**src/rtl/mp_alu_seq_pkg.sv**
```systemverilog
// -----------------------------------------------------------------------------
// mp_alu_seq_pkg
//   Shared definitions for the multi-precision add/subtract sequencer and its
//   16-bit ALU: FSM state encodings, ALU control bit positions and ALU width.
// -----------------------------------------------------------------------------
package mp_alu_seq_pkg;

  // Datapath width of the shared ALU.
  localparam int ALU_W = 16;

  // Bit positions inside the 2-bit ALU control field.
  localparam int ALU_SIGN = 0;  // signed overflow detection enabled
  localparam int ALU_COMP = 1;  // complement operand b (subtract)

  // Sequencer FSM states.
  typedef enum logic [1:0] {
    ST_IDLE = 2'd0,
    ST_RUN  = 2'd1,
    ST_DONE = 2'd2
  } state_t;

endpackage : mp_alu_seq_pkg

```
**src/rtl/mp_alu_seq_alu.sv**
```systemverilog
// -----------------------------------------------------------------------------
// ALU_16bits
//   Combinational 16-bit adder/subtractor shared by the wide-op sequencer.
//   s = a + (alu_ctrl[ALU_COMP] ? ~b : b) + c_pre
// Ports
//   a, b      in  16  operands
//   c_pre     in  1   carry in from the previous (less significant) word
//   alu_ctrl  in  2   {complement b, signed}
//   s         out 16  sum
//   c         out 1   carry out of bit 15
//   z         out 1   s == 0
//   n         out 1   s[15]
//   v         out 1   two's-complement overflow, only when the signed bit is set
// -----------------------------------------------------------------------------
module ALU_16bits
  import mp_alu_seq_pkg::*;
(
  input  logic [ALU_W-1:0] a,
  input  logic [ALU_W-1:0] b,
  input  logic             c_pre,
  input  logic [1:0]       alu_ctrl,
  output logic [ALU_W-1:0] s,
  output logic             c,
  output logic             z,
  output logic             n,
  output logic             v
);

  logic [ALU_W-1:0] b_eff_s;
  logic [ALU_W:0]   sum_s;

  // Add with optional operand complement and derive the flags.
  always_comb begin
    b_eff_s = b;
    sum_s   = {(ALU_W + 1){1'b0}};
    s       = {ALU_W{1'b0}};
    c       = 1'b0;
    z       = 1'b0;
    n       = 1'b0;
    v       = 1'b0;

    if (alu_ctrl[ALU_COMP]) begin
      b_eff_s = ~b;
    end else begin
      b_eff_s = b;
    end

    sum_s = {1'b0, a} + {1'b0, b_eff_s} + {{ALU_W{1'b0}}, c_pre};
    s     = sum_s[ALU_W-1:0];
    c     = sum_s[ALU_W];
    z     = (sum_s[ALU_W-1:0] == {ALU_W{1'b0}});
    n     = sum_s[ALU_W-1];

    // Overflow: both addends share a sign that differs from the result sign.
    if (alu_ctrl[ALU_SIGN]) begin
      v = (a[ALU_W-1] == b_eff_s[ALU_W-1]) && (sum_s[ALU_W-1] != a[ALU_W-1]);
    end else begin
      v = 1'b0;
    end
  end

endmodule : ALU_16bits

```
**src/rtl/mp_alu_seq.sv**
```systemverilog
// -----------------------------------------------------------------------------
// mp_alu_seq
//   Multi-precision add/subtract sequencer. Accepts one WORDS x 16-bit
//   operation per request handshake, runs it through the shared 16-bit ALU one
//   word per cycle (least-significant word first, carry chained), and returns
//   the full result plus aggregate Z/C/N/V flags on a response handshake.
// Ports
//   clk, rst_n           clock, async active-low reset
//   req_valid/req_ready  request handshake (ready only while idle)
//   req_a, req_b         W-bit operands, W = 16*WORDS
//   req_sub              1: A + ~B + cin, 0: A + B + cin
//   req_signed           signed interpretation (ALU sign bit on MS word only)
//   req_cin              carry into word 0
//   rsp_valid/rsp_ready  response handshake
//   rsp_s                W-bit result
//   rsp_z/c/n/v          all-zero, MS-word carry, result sign, MS-word overflow
//   busy                 an operation is running or awaiting response pickup
// -----------------------------------------------------------------------------
module mp_alu_seq
  import mp_alu_seq_pkg::*;
#(
  parameter int WORDS = 4
) (
  input  logic                     clk,
  input  logic                     rst_n,
  input  logic                     req_valid,
  output logic                     req_ready,
  input  logic [ALU_W*WORDS-1:0]   req_a,
  input  logic [ALU_W*WORDS-1:0]   req_b,
  input  logic                     req_sub,
  input  logic                     req_signed,
  input  logic                     req_cin,
  output logic                     rsp_valid,
  input  logic                     rsp_ready,
  output logic [ALU_W*WORDS-1:0]   rsp_s,
  output logic                     rsp_z,
  output logic                     rsp_c,
  output logic                     rsp_n,
  output logic                     rsp_v,
  output logic                     busy
);

  localparam int W     = ALU_W * WORDS;
  localparam int IDX_W = $clog2(WORDS);
  localparam logic [IDX_W-1:0] LAST_IDX = IDX_W'(WORDS - 1);

  state_t           state_r;
  state_t           state_nx_s;
  logic [IDX_W-1:0] idx_r;
  logic [W-1:0]     a_r;
  logic [W-1:0]     b_r;
  logic             sub_r;
  logic             signed_r;
  logic             carry_r;
  logic             zacc_r;
  logic [W-1:0]     result_r;
  logic             rsp_z_r;
  logic             rsp_c_r;
  logic             rsp_n_r;
  logic             rsp_v_r;
  logic             req_ready_r;
  logic             rsp_valid_r;
  logic             busy_r;

  logic             last_s;
  logic [ALU_W-1:0] alu_a_s;
  logic [ALU_W-1:0] alu_b_s;
  logic [1:0]       alu_ctrl_s;
  logic [ALU_W-1:0] alu_s_s;
  logic             alu_c_s;
  logic             alu_z_s;
  logic             alu_n_s;
  logic             alu_v_s;

  // ALU operand selection: every input comes from registered state.
  always_comb begin
    last_s     = (idx_r == LAST_IDX);
    alu_a_s    = a_r[{idx_r, 4'b0000} +: ALU_W];
    alu_b_s    = b_r[{idx_r, 4'b0000} +: ALU_W];
    alu_ctrl_s = 2'b00;
    alu_ctrl_s[ALU_COMP] = sub_r;
    // Signed overflow only means something on the most-significant word.
    alu_ctrl_s[ALU_SIGN] = signed_r && last_s;
  end

  ALU_16bits u_alu (
    .a        (alu_a_s),
    .b        (alu_b_s),
    .c_pre    (carry_r),
    .alu_ctrl (alu_ctrl_s),
    .s        (alu_s_s),
    .c        (alu_c_s),
    .z        (alu_z_s),
    .n        (alu_n_s),
    .v        (alu_v_s)
  );

  // Next-state logic for the IDLE -> RUN -> DONE sequence.
  always_comb begin
    state_nx_s = state_r;
    case (state_r)
      ST_IDLE: begin
        if (req_valid) begin
          state_nx_s = ST_RUN;
        end else begin
          state_nx_s = ST_IDLE;
        end
      end
      ST_RUN: begin
        if (last_s) begin
          state_nx_s = ST_DONE;
        end else begin
          state_nx_s = ST_RUN;
        end
      end
      ST_DONE: begin
        if (rsp_ready) begin
          state_nx_s = ST_IDLE;
        end else begin
          state_nx_s = ST_DONE;
        end
      end
      default: begin
        state_nx_s = ST_IDLE;
      end
    endcase
  end

  // State register with handshake/status outputs registered from the next state.
  always_ff @(posedge clk or negedge rst_n) begin
    if (!rst_n) begin
      state_r     <= ST_IDLE;
      req_ready_r <= 1'b1;
      rsp_valid_r <= 1'b0;
      busy_r      <= 1'b0;
    end else begin
      state_r     <= state_nx_s;
      req_ready_r <= (state_nx_s == ST_IDLE);
      rsp_valid_r <= (state_nx_s == ST_DONE);
      busy_r      <= (state_nx_s == ST_RUN) || (state_nx_s == ST_DONE);
    end
  end

  // Operand latch on accept, per-word execution in RUN, flag capture on last word.
  always_ff @(posedge clk or negedge rst_n) begin
    if (!rst_n) begin
      idx_r    <= {IDX_W{1'b0}};
      a_r      <= {W{1'b0}};
      b_r      <= {W{1'b0}};
      sub_r    <= 1'b0;
      signed_r <= 1'b0;
      carry_r  <= 1'b0;
      zacc_r   <= 1'b0;
      result_r <= {W{1'b0}};
      rsp_z_r  <= 1'b0;
      rsp_c_r  <= 1'b0;
      rsp_n_r  <= 1'b0;
      rsp_v_r  <= 1'b0;
    end else begin
      case (state_r)
        ST_IDLE: begin
          if (req_valid) begin
            a_r      <= req_a;
            b_r      <= req_b;
            sub_r    <= req_sub;
            signed_r <= req_signed;
            carry_r  <= req_cin;
            idx_r    <= {IDX_W{1'b0}};
            zacc_r   <= 1'b1;
          end
        end
        ST_RUN: begin
          result_r[{idx_r, 4'b0000} +: ALU_W] <= alu_s_s;
          carry_r <= alu_c_s;
          zacc_r  <= zacc_r & alu_z_s;
          if (last_s) begin
            // idx stays at the last word; it is reloaded on the next accept.
            rsp_z_r <= zacc_r & alu_z_s;
            rsp_c_r <= alu_c_s;
            rsp_n_r <= alu_n_s;
            rsp_v_r <= alu_v_s;
          end else begin
            idx_r <= idx_r + 1'b1;
          end
        end
        ST_DONE: begin
          // Response held stable until the consumer takes it.
        end
        default: begin
          idx_r <= {IDX_W{1'b0}};
        end
      endcase
    end
  end

  assign req_ready = req_ready_r;
  assign rsp_valid = rsp_valid_r;
  assign busy      = busy_r;
  assign rsp_s     = result_r;
  assign rsp_z     = rsp_z_r;
  assign rsp_c     = rsp_c_r;
  assign rsp_n     = rsp_n_r;
  assign rsp_v     = rsp_v_r;

endmodule : mp_alu_seq

```
**config.mk**
```make
export PLATFORM = sky130hd
export DESIGN_NAME = mp_alu_seq
export DESIGN_NICKNAME = d
export VERILOG_FILES = /design/src/rtl/mp_alu_seq_pkg.sv /design/src/rtl/mp_alu_seq_alu.sv /design/src/rtl/mp_alu_seq.sv
export SDC_FILE = /design/constraint.sdc
export NUM_CORES = 1
export LEC_CHECK = 0
export ABC_AREA = 1
export CAP_MARGIN = 40
export CORE_UTILIZATION = 56
export DETAILED_ROUTE_END_ITERATION = 10
export GPL_TIMING_DRIVEN = 0
export PLACE_DENSITY = 0.88
export SLEW_MARGIN = 20
export SYNTH_ARGS = -nofsm -noshare
export SYNTH_HDL_FRONTEND = slang
export SYNTH_SLANG_ARGS = --single-unit
```
**constraint.sdc**
```tcl
create_clock -name clk -period 6.8 [get_ports clk]
set_input_delay 1.7 -clock clk [delete_from_list [all_inputs] [get_ports clk]]
set_output_delay 1.7 -clock clk [all_outputs]
set_load 0.03 [all_outputs]
```
==> impl_metrics.py <==
metrics = {
    "run_status": {
        "status": "completed",
    },
    "cts": {
        "cts_buffer_depth": 3,
        "clkTransAtPathRegs_ns": 0.06,
        "cts_buffers": 21,
        "cts_tree": "yes",
        "clock_latency_ns": 0.50,
        "postCtsHoldBufs": 0,
        "htreeDepth": 1,
        "clock-sinks": 207,
        "post_cts_resize_count": 0,
        "cts_root_buf": "clkbuf_16",
        "post-cts-setup-buffers": 0,
    },
    "worst_setup_path": {
        "worst-endpoint-arrival_ns": 4.48,
        "max_stage_delay_ns": 0.48,
        "critPathRequiredTime_ns": 7.23,
        "startpoint_type": "flop",
        "worst_path_max_delay_cell": "dfrtp_1",
        "crit_type": "flop to flop",
        "cp_cell_sequence": "inv_1 > clkbuf_1 > o21ai_0 > o22ai_1 > xor2_1 > fa_1 > fa_1 > inv_1 > nand2_1 > nand2_1 > nand3_1 > nand2_1 > nand3_1 > nor2_1 > nand3_1 > nor2_1 > nand3_1 > a21oi_1",
        "worstPathMaxFanout": 10,
        "crit_path_end_kind": "flop",
        "crit_top_cell": "nand3_1",
    },
    "floorplanning": {
        "die_height_um": 136,
        "start_util_pct": 57.7,
        "ios": 206,
        "fp.coreArea_um2": 17400,
        "row_count": 48,
        "die_w_um": 136,
        "dieArea_um2": 18500,
    },
    "yosys": {
        "syn_inst": 1276,
        "yosysSeqAreaShare_pct": 51.5,
        "synth_seq_cells": 207,
        "synth_top_family_by_area": "simple AND/OR/NAND/NOR gates",
        "synth_simple_gate_area_share_pct": 27.4,
        "synthMuxAreaShare_pct": 0,
        "synthFlopType": "dfrtp_1",
        "synth_cell_types": 39,
        "synthArstFlopShare_pct": 100,
        "syn_area_per_cell_um2": 7.88,
        "synth_edf_count": 0,
        "syn_area_um2": 10100,
        "synthAdderAreaFrac_pct": 3.26,
        "synth_compound_area_share_pct": 10.4,
        "synth_xor_area_share_pct": 1.74,
        "syn-num-nets": 1436,
        "ys_warn_count": 0,
    },
    "global_routing": {
        "antenna_found_initial": 0,
        "grt_start_max_net_pins": 91,
        "grtUsageTotal_pct": 33.4,
        "grt_pass1_wl_mm": 47.1,
        "grt_pass1_vias": 9172,
        "grt-ovfl-total": 0,
    },
    "placement": {
        "routabilityCongestion": 0.920,
        "dp_slack_ns": 2.84,
        "place_hpwl_mm": 22.8,
        "placed_cells": 1708,
        "io_buffers": 205,
        "placed_cell_area_um2": 12400,
    },
    "sta": {
        "rsz0062_at_grt": "false",
        "setup_slack_ns": 2.75,
        "min_period_over_period_pct": 59.6,
        "clock_skew_ns": 0.00985,
        "slew_viol_final": 0,
        "setup_viol": 0,
        "max_freq_mhz": 247,
        "max_slew_margin_pct": 47.2,
        "worst_slew_pin_slew_ns": 0.792,
        "min_period_ns": 4.05,
        "hold_violations": 0,
    },
    "layout": {
        "layout_common_cells": "563 x nand2_1, 206 x dfrtp_1, 204 x clkdlybuf4s50_1",
        "final_common_cell": "nand2_1",
        "utilization_pct": 75.2,
        "layout-area-overhead-vs-synth_pct": 30.2,
        "stdcell_area_um2": 13100,
        "diodes": 0,
        "drive_above_1_share_pct": 5.79,
        "nets": 1666,
        "final_cells": 1746,
    },
    "run": {
        "drv_cap": 0,
    },
    "routing": {
        "viasPerCell": 5.55,
        "routed_wl_mm": 30.2,
        "postRouteAntennaNets": 0,
        "route.detailed.drc": 0,
        "drtIter0Drc": 965,
        "drt_first_pass_iters": 5,
        "vias": 9691,
        "post_drt_wl_per_cell_um": 17.3,
    },
    "min_path": {
        "hp-class": "flop to flop",
    },
}
sequential cells by signal, indices dropped and copies added, names as in the netlist:
signal,flops
req_ready,1
rsp_v,1
a_r,64
rsp_z,1
rsp_c,1
rsp_s,64
signed_r,1
b_r,64
sub_r,1
state_r,2
rsp_n,1
zacc_r,1
idx_r,2
carry_r,1
busy,1
rsp_valid,1
through the flow:
step                      setup TNS, ns  hold slack (ns)
after floorplan                       0            0.437
after global placement          -862.32            0.449
after detailed placement              0            0.454
after CTS                             0            0.468
after global routing                  0            0.487
final                                 0            0.469
final timing paths:
kind	cells past startpoint	slack [ns]	end	from
max	18	2.75	rsp_z	idx_r[1]
min	2	0.47	a_r[1]	a_r[1]
max reg2reg	18	2.75	rsp_z	idx_r[1]
min reg2reg	2	0.47	a_r[1]	a_r[1]
max in group asynchronous	3	4.57	a_r[3]	rst_n
min in group asynchronous	1	1.08	rsp_s[38]	rst_n
worst max-delay path: cells and delay by family (launching register included):
| kind | cells | cell delay, ns |
|---|---|---|
| AOI/OAI and AO/OA | 3 | 0.60 |
| xor gates and xnor gates | 1 | 0.18 |
| adders and majority gates | 2 | 0.91 |
| buffers and inverters | 3 | 0.84 |
| DFF | 1 | 0.48 |
| and+or+nand+nor | 9 | 0.97 |
final cells by class:
type / instances / area [µm²]
sequential: 207 / 5180
tap: 225 / 282
buffer: 62 / 280
fill: 1273 / 4320
clock inverter: 6 / 40.0
inverter: 78 / 293
multi-input combinational: 929 / 4300
timing repair buffer: 207 / 2110
clock buffer: 32 / 607
kinds of logic after synthesis:
logic type / Yosys count
adders and majority gates: 25
buffers and inverters: 140
AOI/OAI and AO/OA: 182
xor gates and xnor gates: 20
DFF: 207
and+or+nand+nor: 702
Yosys cell counts, drive strengths merged, types with 9 or more instances:
| cell | instances | area share, % |
|---|---|---|
| a21oi | 20 | 1.1 |
| buf | 32 | 1.7 |
| clkbuf | 30 | 1.1 |
| nor2 | 91 | 3.6 |
| dfrtp | 206 | 51 |
| a22o | 9 | 0.78 |
| xor2 | 17 | 1.5 |
| o22ai | 29 | 1.8 |
| nand2 | 569 | 21 |
| inv | 77 | 2.9 |
| nand3 | 30 | 1.6 |
| ha | 23 | 2.9 |
| o21ai | 113 | 5.7 |
routing by layer:
metal | track usage [%] | part of all wire (%) | up-vias | wire length (µm)
met5 | 0 | 0 | - | 0
met4 | 14.2 | 3.8 | 0 | 1160
met3 | 4.74 | 8.7 | 93 | 2620
met2 | 55.5 | 48 | 576 | 14400
met1 | 43.8 | 40 | 4529 | 12000
li1 | - | - | 4493 | -
Power is left out: the tool's default activity adds up to more than one toggle a clock period on the data nets, which glitch-free logic cannot reach.
